**config.mk**
```make
export PLATFORM = sky130hd
export DESIGN_NAME = rt_fetch_queue
export DESIGN_NICKNAME = d
export VERILOG_FILES = /design/src/rtl/rt_pkg.sv /design/src/rtl/rt_sync_fifo.sv /design/src/rtl/rt_fetch_queue.sv
export SDC_FILE = /design/constraint.sdc
export NUM_CORES = 1
export LEC_CHECK = 0
export CAP_MARGIN = 30
export CORE_UTILIZATION = 40
export CTS_CLUSTER_DIAMETER = 100
export DETAILED_ROUTE_END_ITERATION = 7
export GPL_ROUTABILITY_DRIVEN = 0
export PLACE_DENSITY = 0.71
export SYNTH_ARGS = -nofsm -noshare
export SYNTH_HDL_FRONTEND = slang
export SYNTH_SLANG_ARGS = --single-unit
export TNS_END_PERCENT = 10
```
**constraint.sdc**
```tcl
create_clock -name CLK -period 52.8 [get_ports CLK]
set_input_delay 15.84 -clock CLK [delete_from_list [all_inputs] [get_ports CLK]]
set_output_delay 15.84 -clock CLK [all_outputs]
set_load 0.01 [all_outputs]
```
**src/rtl/rt_pkg.sv**
```systemverilog
// ---------------------------------------------------------------------------
// rt_pkg
//   Shared defaults for the RISC_TOY fetch front end: instruction and
//   word-address widths, the default reset fetch address, and the layout of
//   one buffered fetch entry (instruction word plus the PC it came from).
// ---------------------------------------------------------------------------
package rt_pkg;

  localparam int RT_DW = 32;
  localparam int RT_AW = 30;

  localparam logic [RT_AW-1:0] RT_RESET_PC = '0;

  typedef struct packed {
    logic [RT_DW-1:0] instr;
    logic [RT_AW-1:0] pc;
  } rt_fetch_entry_t;

endpackage

```
**src/rtl/rt_sync_fifo.sv**
```systemverilog
// ---------------------------------------------------------------------------
// rt_sync_fifo
//   Single-clock FIFO of DEPTH entries of type entry_t with a synchronous
//   clear. The head entry is read combinationally (no output register).
//   Ports:
//     clk_i    clock
//     rst_i    asynchronous active-high reset (pointers, count and storage)
//     clear_i  synchronous flush; wins over push/pop in the same cycle
//     push_i   write wdata_i at the tail
//     pop_i    advance the head
//     wdata_i  entry to write
//     rdata_o  current head entry
//     count_o  occupancy, 0..DEPTH
// ---------------------------------------------------------------------------
module rt_sync_fifo
  import rt_pkg::*;
#(
  parameter int  DEPTH   = 4,
  parameter type entry_t = rt_fetch_entry_t,
  localparam int PW      = $clog2(DEPTH),
  localparam int CW      = $clog2(DEPTH + 1)
) (
  input  logic          clk_i,
  input  logic          rst_i,
  input  logic          clear_i,
  input  logic          push_i,
  input  logic          pop_i,
  input  entry_t        wdata_i,
  output entry_t        rdata_o,
  output logic [CW-1:0] count_o
);

  entry_t        mem_q [DEPTH];
  logic [PW-1:0] wr_ptr_q, wr_ptr_d;
  logic [PW-1:0] rd_ptr_q, rd_ptr_d;
  logic [CW-1:0] count_q, count_d;

  logic pop_ok;
  logic push_ok;

  // Guard both sides so a misbehaving caller cannot corrupt the pointers;
  // a push into a full queue is allowed only when the head leaves together.
  assign pop_ok  = pop_i && (count_q != '0);
  assign push_ok = push_i && ((count_q != CW'(DEPTH)) || pop_ok);

  always_comb begin
    wr_ptr_d = wr_ptr_q;
    rd_ptr_d = rd_ptr_q;
    count_d  = count_q;
    if (clear_i) begin
      wr_ptr_d = '0;
      rd_ptr_d = '0;
      count_d  = '0;
    end else begin
      if (push_ok) wr_ptr_d = wr_ptr_q + PW'(1);
      if (pop_ok)  rd_ptr_d = rd_ptr_q + PW'(1);
      if (push_ok && !pop_ok)      count_d = count_q + CW'(1);
      else if (pop_ok && !push_ok) count_d = count_q - CW'(1);
    end
  end

  always_ff @(posedge clk_i or posedge rst_i) begin
    if (rst_i) begin
      wr_ptr_q <= '0;
      rd_ptr_q <= '0;
      count_q  <= '0;
      for (int i = 0; i < DEPTH; i++) mem_q[i] <= '0;
    end else begin
      wr_ptr_q <= wr_ptr_d;
      rd_ptr_q <= rd_ptr_d;
      count_q  <= count_d;
      if (push_ok && !clear_i) mem_q[wr_ptr_q] <= wdata_i;
    end
  end

  assign rdata_o = mem_q[rd_ptr_q];
  assign count_o = count_q;

endmodule

```
**src/rtl/rt_fetch_queue.sv**
```systemverilog
// ---------------------------------------------------------------------------
// rt_fetch_queue
//   Instruction-fetch front end for the RISC_TOY pipeline. Issues word
//   fetches to instruction memory (fixed one-cycle read latency), buffers the
//   returned words with their PCs in a DEPTH-entry queue and presents the head
//   to ID over valid/ready. A redirect from EX flushes the queue, drops the
//   response arriving in the same cycle and issues the target immediately.
//   Ports:
//     CLK          clock
//     RST          asynchronous active-high reset
//     IREQ         fetch request this cycle
//     IADDR        fetch word address
//     INSTR        memory data for the previous cycle's request
//     REDIR_VALID  redirect from EX
//     REDIR_ADDR   redirect target word address
//     DEC_VALID    head entry valid to ID
//     DEC_READY    ID accepts the head
//     DEC_INSTR    head instruction
//     DEC_PC       head instruction word address
//     COUNT        queue occupancy
// ---------------------------------------------------------------------------
module rt_fetch_queue
  import rt_pkg::*;
#(
  parameter int            DW       = RT_DW,
  parameter int            AW       = RT_AW,
  parameter int            DEPTH    = 4,
  parameter logic [AW-1:0] RESET_PC = AW'(RT_RESET_PC),
  localparam int           CW       = $clog2(DEPTH + 1)
) (
  input  logic          CLK,
  input  logic          RST,
  output logic          IREQ,
  output logic [AW-1:0] IADDR,
  input  logic [DW-1:0] INSTR,
  input  logic          REDIR_VALID,
  input  logic [AW-1:0] REDIR_ADDR,
  output logic          DEC_VALID,
  input  logic          DEC_READY,
  output logic [DW-1:0] DEC_INSTR,
  output logic [AW-1:0] DEC_PC,
  output logic [CW-1:0] COUNT
);

  typedef struct packed {
    logic [DW-1:0] instr;
    logic [AW-1:0] pc;
  } entry_t;

  logic [AW-1:0] fpc_q, fpc_d;
  logic          inflight_q, inflight_d;
  logic [AW-1:0] tag_q, tag_d;

  logic [CW-1:0] count;
  logic [CW:0]   occupancy;
  logic          credit_ok;
  logic          issue;
  logic          push;
  logic          pop;
  entry_t        push_entry;
  entry_t        head_entry;

  // The outstanding fetch already owns a slot, so counting it here is what
  // keeps the queue from ever overflowing without a full-flag check on push.
  assign occupancy = {1'b0, count} + {{CW{1'b0}}, inflight_q};
  assign credit_ok = occupancy < (CW+1)'(DEPTH);

  assign issue = !RST && (REDIR_VALID || credit_ok);
  assign IREQ  = issue;
  assign IADDR = REDIR_VALID ? REDIR_ADDR : fpc_q;

  // A redirect in this cycle makes the arriving response wrong-path.
  assign push       = inflight_q && !REDIR_VALID;
  assign push_entry = '{instr: INSTR, pc: tag_q};

  assign DEC_VALID = (count != '0) && !REDIR_VALID;
  assign pop       = DEC_VALID && DEC_READY;

  always_comb begin
    fpc_d      = fpc_q;
    tag_d      = tag_q;
    inflight_d = 1'b0;
    if (issue) begin
      fpc_d      = IADDR + AW'(1);
      tag_d      = IADDR;
      inflight_d = 1'b1;
    end
  end

  always_ff @(posedge CLK or posedge RST) begin
    if (RST) begin
      fpc_q      <= RESET_PC;
      inflight_q <= 1'b0;
      tag_q      <= '0;
    end else begin
      fpc_q      <= fpc_d;
      inflight_q <= inflight_d;
      tag_q      <= tag_d;
    end
  end

  rt_sync_fifo #(
    .DEPTH   (DEPTH),
    .entry_t (entry_t)
  ) u_fifo (
    .clk_i   (CLK),
    .rst_i   (RST),
    .clear_i (REDIR_VALID),
    .push_i  (push),
    .pop_i   (pop),
    .wdata_i (push_entry),
    .rdata_o (head_entry),
    .count_o (count)
  );

  assign DEC_INSTR = head_entry.instr;
  assign DEC_PC    = head_entry.pc;
  assign COUNT     = count;

endmodule

```
======== Word level (Yosys, flattened, before mapping) ========
Cells that the tools add are included.
storage, ports and cells
  memories kept ........................... 0
  word-level logic and storage cells ...... 62
  latch bits .............................. 0
  input port bits ......................... 66
  RAM bits ................................ 0
  output and inout port bits .............. 97
  flip-flop bits (word level) ............. 316
  ROM bits ................................ 0
cells by class
  add/sub/neg operators ................... 6
  muxes and demuxes ....................... 15
  reduce and logical (&&, ||, !) cells .... 20
  $lt $le $gt $ge ......................... 4
  bitwise operators ....................... 2
  shift-type cells ........................ 0
  equal/unequal tests ..................... 1
  multipliers ............................. 0
  div/mod/pow operators ................... 0
operators with widths
  operator                                            number
  bitwise mux 248 bit                                 1
  2-to-1 mux 62 bit                                   3
  binary-select mux 62 bit (select 2 bit)             1
  demux 62 bit (select 2 bit)                         1
  adder 30 x 1 -> 30 bit, second input constant       1
  2-to-1 mux 30 bit                                   1
  logical AND 1 bit                                   10
  2-to-1 mux 3 bit                                    3
  2-to-1 mux 2 bit                                    4
  >= comparator 3 bit, second input constant          2
  inverter 2 -> 3 bit                                 2
  nonzero test 3 bit                                  2
  adder 2 x 1 -> 2 bit, second input constant         2
  adder 3 x 1 -> 4 bit                                1
  logical NOT 1 bit                                   4
  < comparator 4 x 3 -> 1 bit, second input constant  1
  nonzero test 2 bit                                  2
  adder 3 x 1 -> 3 bit, second input constant         1
  < comparator 3 x 1 -> 1 bit, second input constant  1
  inequality test 3 bit, second input constant        1
  subtractor 3 x 1 -> 3 bit, second input constant    1
  logical OR 1 bit                                    2
  2-to-1 mux 1 bit                                    1

======== Depth between registers and ports, before layout ========
  depth after elaboration ................. 11
  mapped depth ............................ 12
  mapped depth without buffers ............ 8

======== Cells and area by module ========
A second synthesis with hierarchy kept.
second synthesis, totals
  cell total of the unflattened synthesis .. 1,044
  area total of the unflattened synthesis .. 15,038.2 µm²
modules (own cells, without submodules)
  module          times used  cells each  area each (µm²)  seq. area each (µm²)
  rt_sync_fifo    1           657         11,393.4         6,381.1
  rt_fetch_queue  1           387         3,644.7          1,526.5

======== Least setup slack after synthesis ========
Ideal clock, no wire load.
  path kind ............................... in2out
  start point ............................. input port RST
  end point ............................... output port IREQ
  buffers on the path ..................... 1
  arrival ................................. 24.493 ns
  stages on the path ...................... 4
  slack ................................... 12.467 ns
  cell sequence ........................... inv_1 > o21ai_1 > inv_1 > clkbuf_1
on the way
  cells in the longest elaborated chain, start to end .. 2
ends and longest elaborated chain
  what                         RTL line              source
  start, declared              rt_fetch_queue.sv:32  input logic RST,
  logical NOT 1 bit (no line)  n/a
  logical AND 1 bit            rt_fetch_queue.sv:68  assign issue = !RST && (REDIR_VALID || credit_ok);
  end, declared                rt_fetch_queue.sv:33  output logic IREQ,
Every way passes these cells.

======== Worst setup path after layout ========
Ends and elaborated chain as after synthesis.

==> run_results.csv <==
group,metric,value,unit
sta,layout_min_cycle_time,33.92,ns
min_path,hold_class,"register to register",
clocking,cts.reportedPaths.clkPinSlew,0.06,ns
die,die_x,193,µm
finish,layout-drive-gt1-share,32.8,%
logic_synthesis,synth_edf_count,0,
pwr,ir_drop,0.0000216,V
worst_setup_path,crit_fanout,93,
die,core_area,0.0357,mm²
sta,slew_violations,0,
global_route,grt_pass1_vias,9349,
run,max-cap-violations,0,
worst_setup_path,crit_arrival,18.08,ns
place,portBuffers,162,
sta,finalClockSkew,0.0190,ns
sta,tightest_slew,0.937,ns
logic_synthesis,ys_async_sr_fraction,100,%
outcome,status,"finished, violations left",
clocking,cts_hold_buf,0,
logic_synthesis,yosysTopAreaCellShare,54.3,%
clocking,htree_levels,2,
global_route,grt_max_degree,108,
finish,layout.nets,1248,
global_route,grt_pass1_wl,51100,µm
sta,hold_slack,0.478,ns
global_route,antenna_found_initial,0,
clocking,clockBufferDepth,3,
die,start_util,40.8,%
pwr,leakage,7.89,nW
clocking,tritoncts,"done",
sta,fin_crit_sh,64.2,%
logic_synthesis,netlist_area,0.0146,mm²
worst_setup_path,crit_path_end_kind,"output pin",
place,hpwl,20200,µm
clocking,cts_buffers,37,
sta,setup_viol,0,
detailed_routing,drt_pass1_iterations,7,
logic_synthesis,yosys_warnings,0,
logic_synthesis,avgSynthCellArea,14.2,µm²
logic_synthesis,ys_types,64,
pwr,power_density,50.0,mW/mm²
finish,final_cells,1661,
die,boundaryPins,163,
worst_setup_path,cp-start-kind,"input port",
detailed_routing,via_per_inst,5.36,
detailed_routing,drt-initial-drc-count,363,
detailed_routing,postRouteAntennaNets,0,
clocking,cts_root_buffer,"clkbuf_16",
logic_synthesis,synth-main-ff-cell,"dfrtp_1",
sta,relSlewSlack,37.5,%
logic_synthesis,ys_ff_latch,316,
logic_synthesis,netlist_instances,1026,
logic_synthesis,synth_top_cells_by_count,"316 x dfrtp_1, 226 x mux2_2, 86 x nand2_1",
clocking,clock_sinks,316,
logic_synthesis,synth.area.top_cells,"dfrtp_1 54%, mux2_2 17%, mux4_2 9.6%",
detailed_routing,totalWireLength,31500,µm
detailed_routing,drc,28,
die,die_h,193,µm
global_route,grt_overflow,0,
worst_setup_path,required,36.96,ns
worst_setup_path,path_class,"input port to output pin",
place,place_inst,1595,
sta,hold_viol_final,0,
logic_synthesis,synth_top_cell_by_area,"dfrtp_1",
sta,rsz0062_at_grt,"no",
sta,max_freq,0.0295,GHz
clocking,clock_latency,0.52,ns
logic_synthesis,syn_nets,1098,
logic_synthesis,yosysSeqAreaShare,54.3,%
sta,tns,0,ns
die,die-area,0.0372,mm²
detailed_routing,wl_per_cell,19.0,µm
logic_synthesis,yosysMostFrequentCell,"dfrtp_1",
finish,antenna_cells,0,
clocking,cts_setup_buffers,0,
clocking,cts_resized,0,
global_route,grt_use_total,17.6,%
detailed_routing,vias,8898,
die,rows,69,
finish,layout-area-overhead-vs-synth,23.0,%
outcome,violations,"DRC",
[cell usage in the layout, fill, tap and decap left out, drive strengths merged, types with 10 or more instances in the layout]
cell type | netlist | layout
nor2 | 14 | 14
mux2 | 246 | 246
mux2i | 23 | 23
dfrtp | 316 | 316
inv | 33 | 36
nand2 | 86 | 86
mux4 | 62 | 62
buf | 52 | 16
clkbuf | 14 | 50
clkdlybuf4s50 | 0 | 161
xnor2 | 16 | 16
o21ai | 51 | 51
nand3 | 19 | 19
nand4 | 10 | 10
[layout make-up]
cell class | instances | area (µm²)
Fill cell | 3037 | 17700
Sequential cell | 316 | 7920
Multi-Input combinational cell | 611 | 6170
Timing Repair Buffer | 177 | 1870
Clock buffer | 50 | 1050
Tap cell | 461 | 577
Clock inverter | 13 | 201
Inverter | 33 | 131
[per-layer routing]
metal	GRT usage (%)	wire, µm	part of all wire, %
met1	25.2	14800	47
met5	0	0	0
met3	3.04	1750	5.6
met4	4.72	553	1.8
met2	27.7	14400	46
[metrics by stage]
step	total power (W)	util, %	area, µm²	setup slack (ns)
finish	0.000895	50.2	17900	18.88
global route	0.000946	50.2	17900	18.73
CTS	0.000906	50.0	17800	18.84
detailed placement	0.000641	46.5	16600	18.86
global placement	0.000628	46.2	16500	18.90
floorplan	0.000529	-	14600	12.47
[state kept, by name, indices dropped and copies added, names as in the netlist]
name,cells
u_fifo.mem_q,248
fpc_q,30
tag_q,30
u_fifo.count_o,3
u_fifo.rd_ptr_q,2
u_fifo.wr_ptr_q,2
inflight_q,1
[power breakdown]
part	switching, W	internal (W)	leakage (nW)
Combinational	0.0000957	0.000157	3.30
Clock	0.0000974	0.000164	0.623
Sequential	0.0000500	0.000331	3.97
Total	0.000243	0.000652	7.89
[critical path, cell delays in order]
cell and delay, ns:
clkdlybuf4s50_1 0.49, inv_8 0.46, o21ai_4 0.11, inv_1 0.47, clkdlybuf4s50_1 0.66
[final timing paths]
kind,to,startpoint,slack [ns],cells after the start
worst min register to register,u_fifo.mem_q[206],u_fifo.mem_q[206],0.48,2
min in group asynchronous,fpc_q[23],RST,15.80,2
worst max register to register,u_fifo.count_o[2],u_fifo.count_o[1],50.17,8
max in group asynchronous,u_fifo.mem_q[240],RST,35.87,4
worst max-delay path,IREQ,RST,18.88,5
worst min-delay path,u_fifo.mem_q[206],u_fifo.mem_q[206],0.48,2
[kinds of logic (layout without fill, tap and decap cells)]
kind of cell / count (synthesis) / count (layout) / share of synthesized area, %
XOR/XNOR: 17 / 17 / 1.02
adder cells (fa/ha/maj): 6 / 6 / 0.567
AO/OA/AOI/OAI: 90 / 90 / 4.06
buffers and inverters: 99 / 273 / 3.62
multiplexers: 331 / 331 / 30.3
AND/OR/NAND/NOR: 167 / 167 / 6.14
flip-flops: 316 / 316 / 54.3
(Power assumes the default switching activity.)
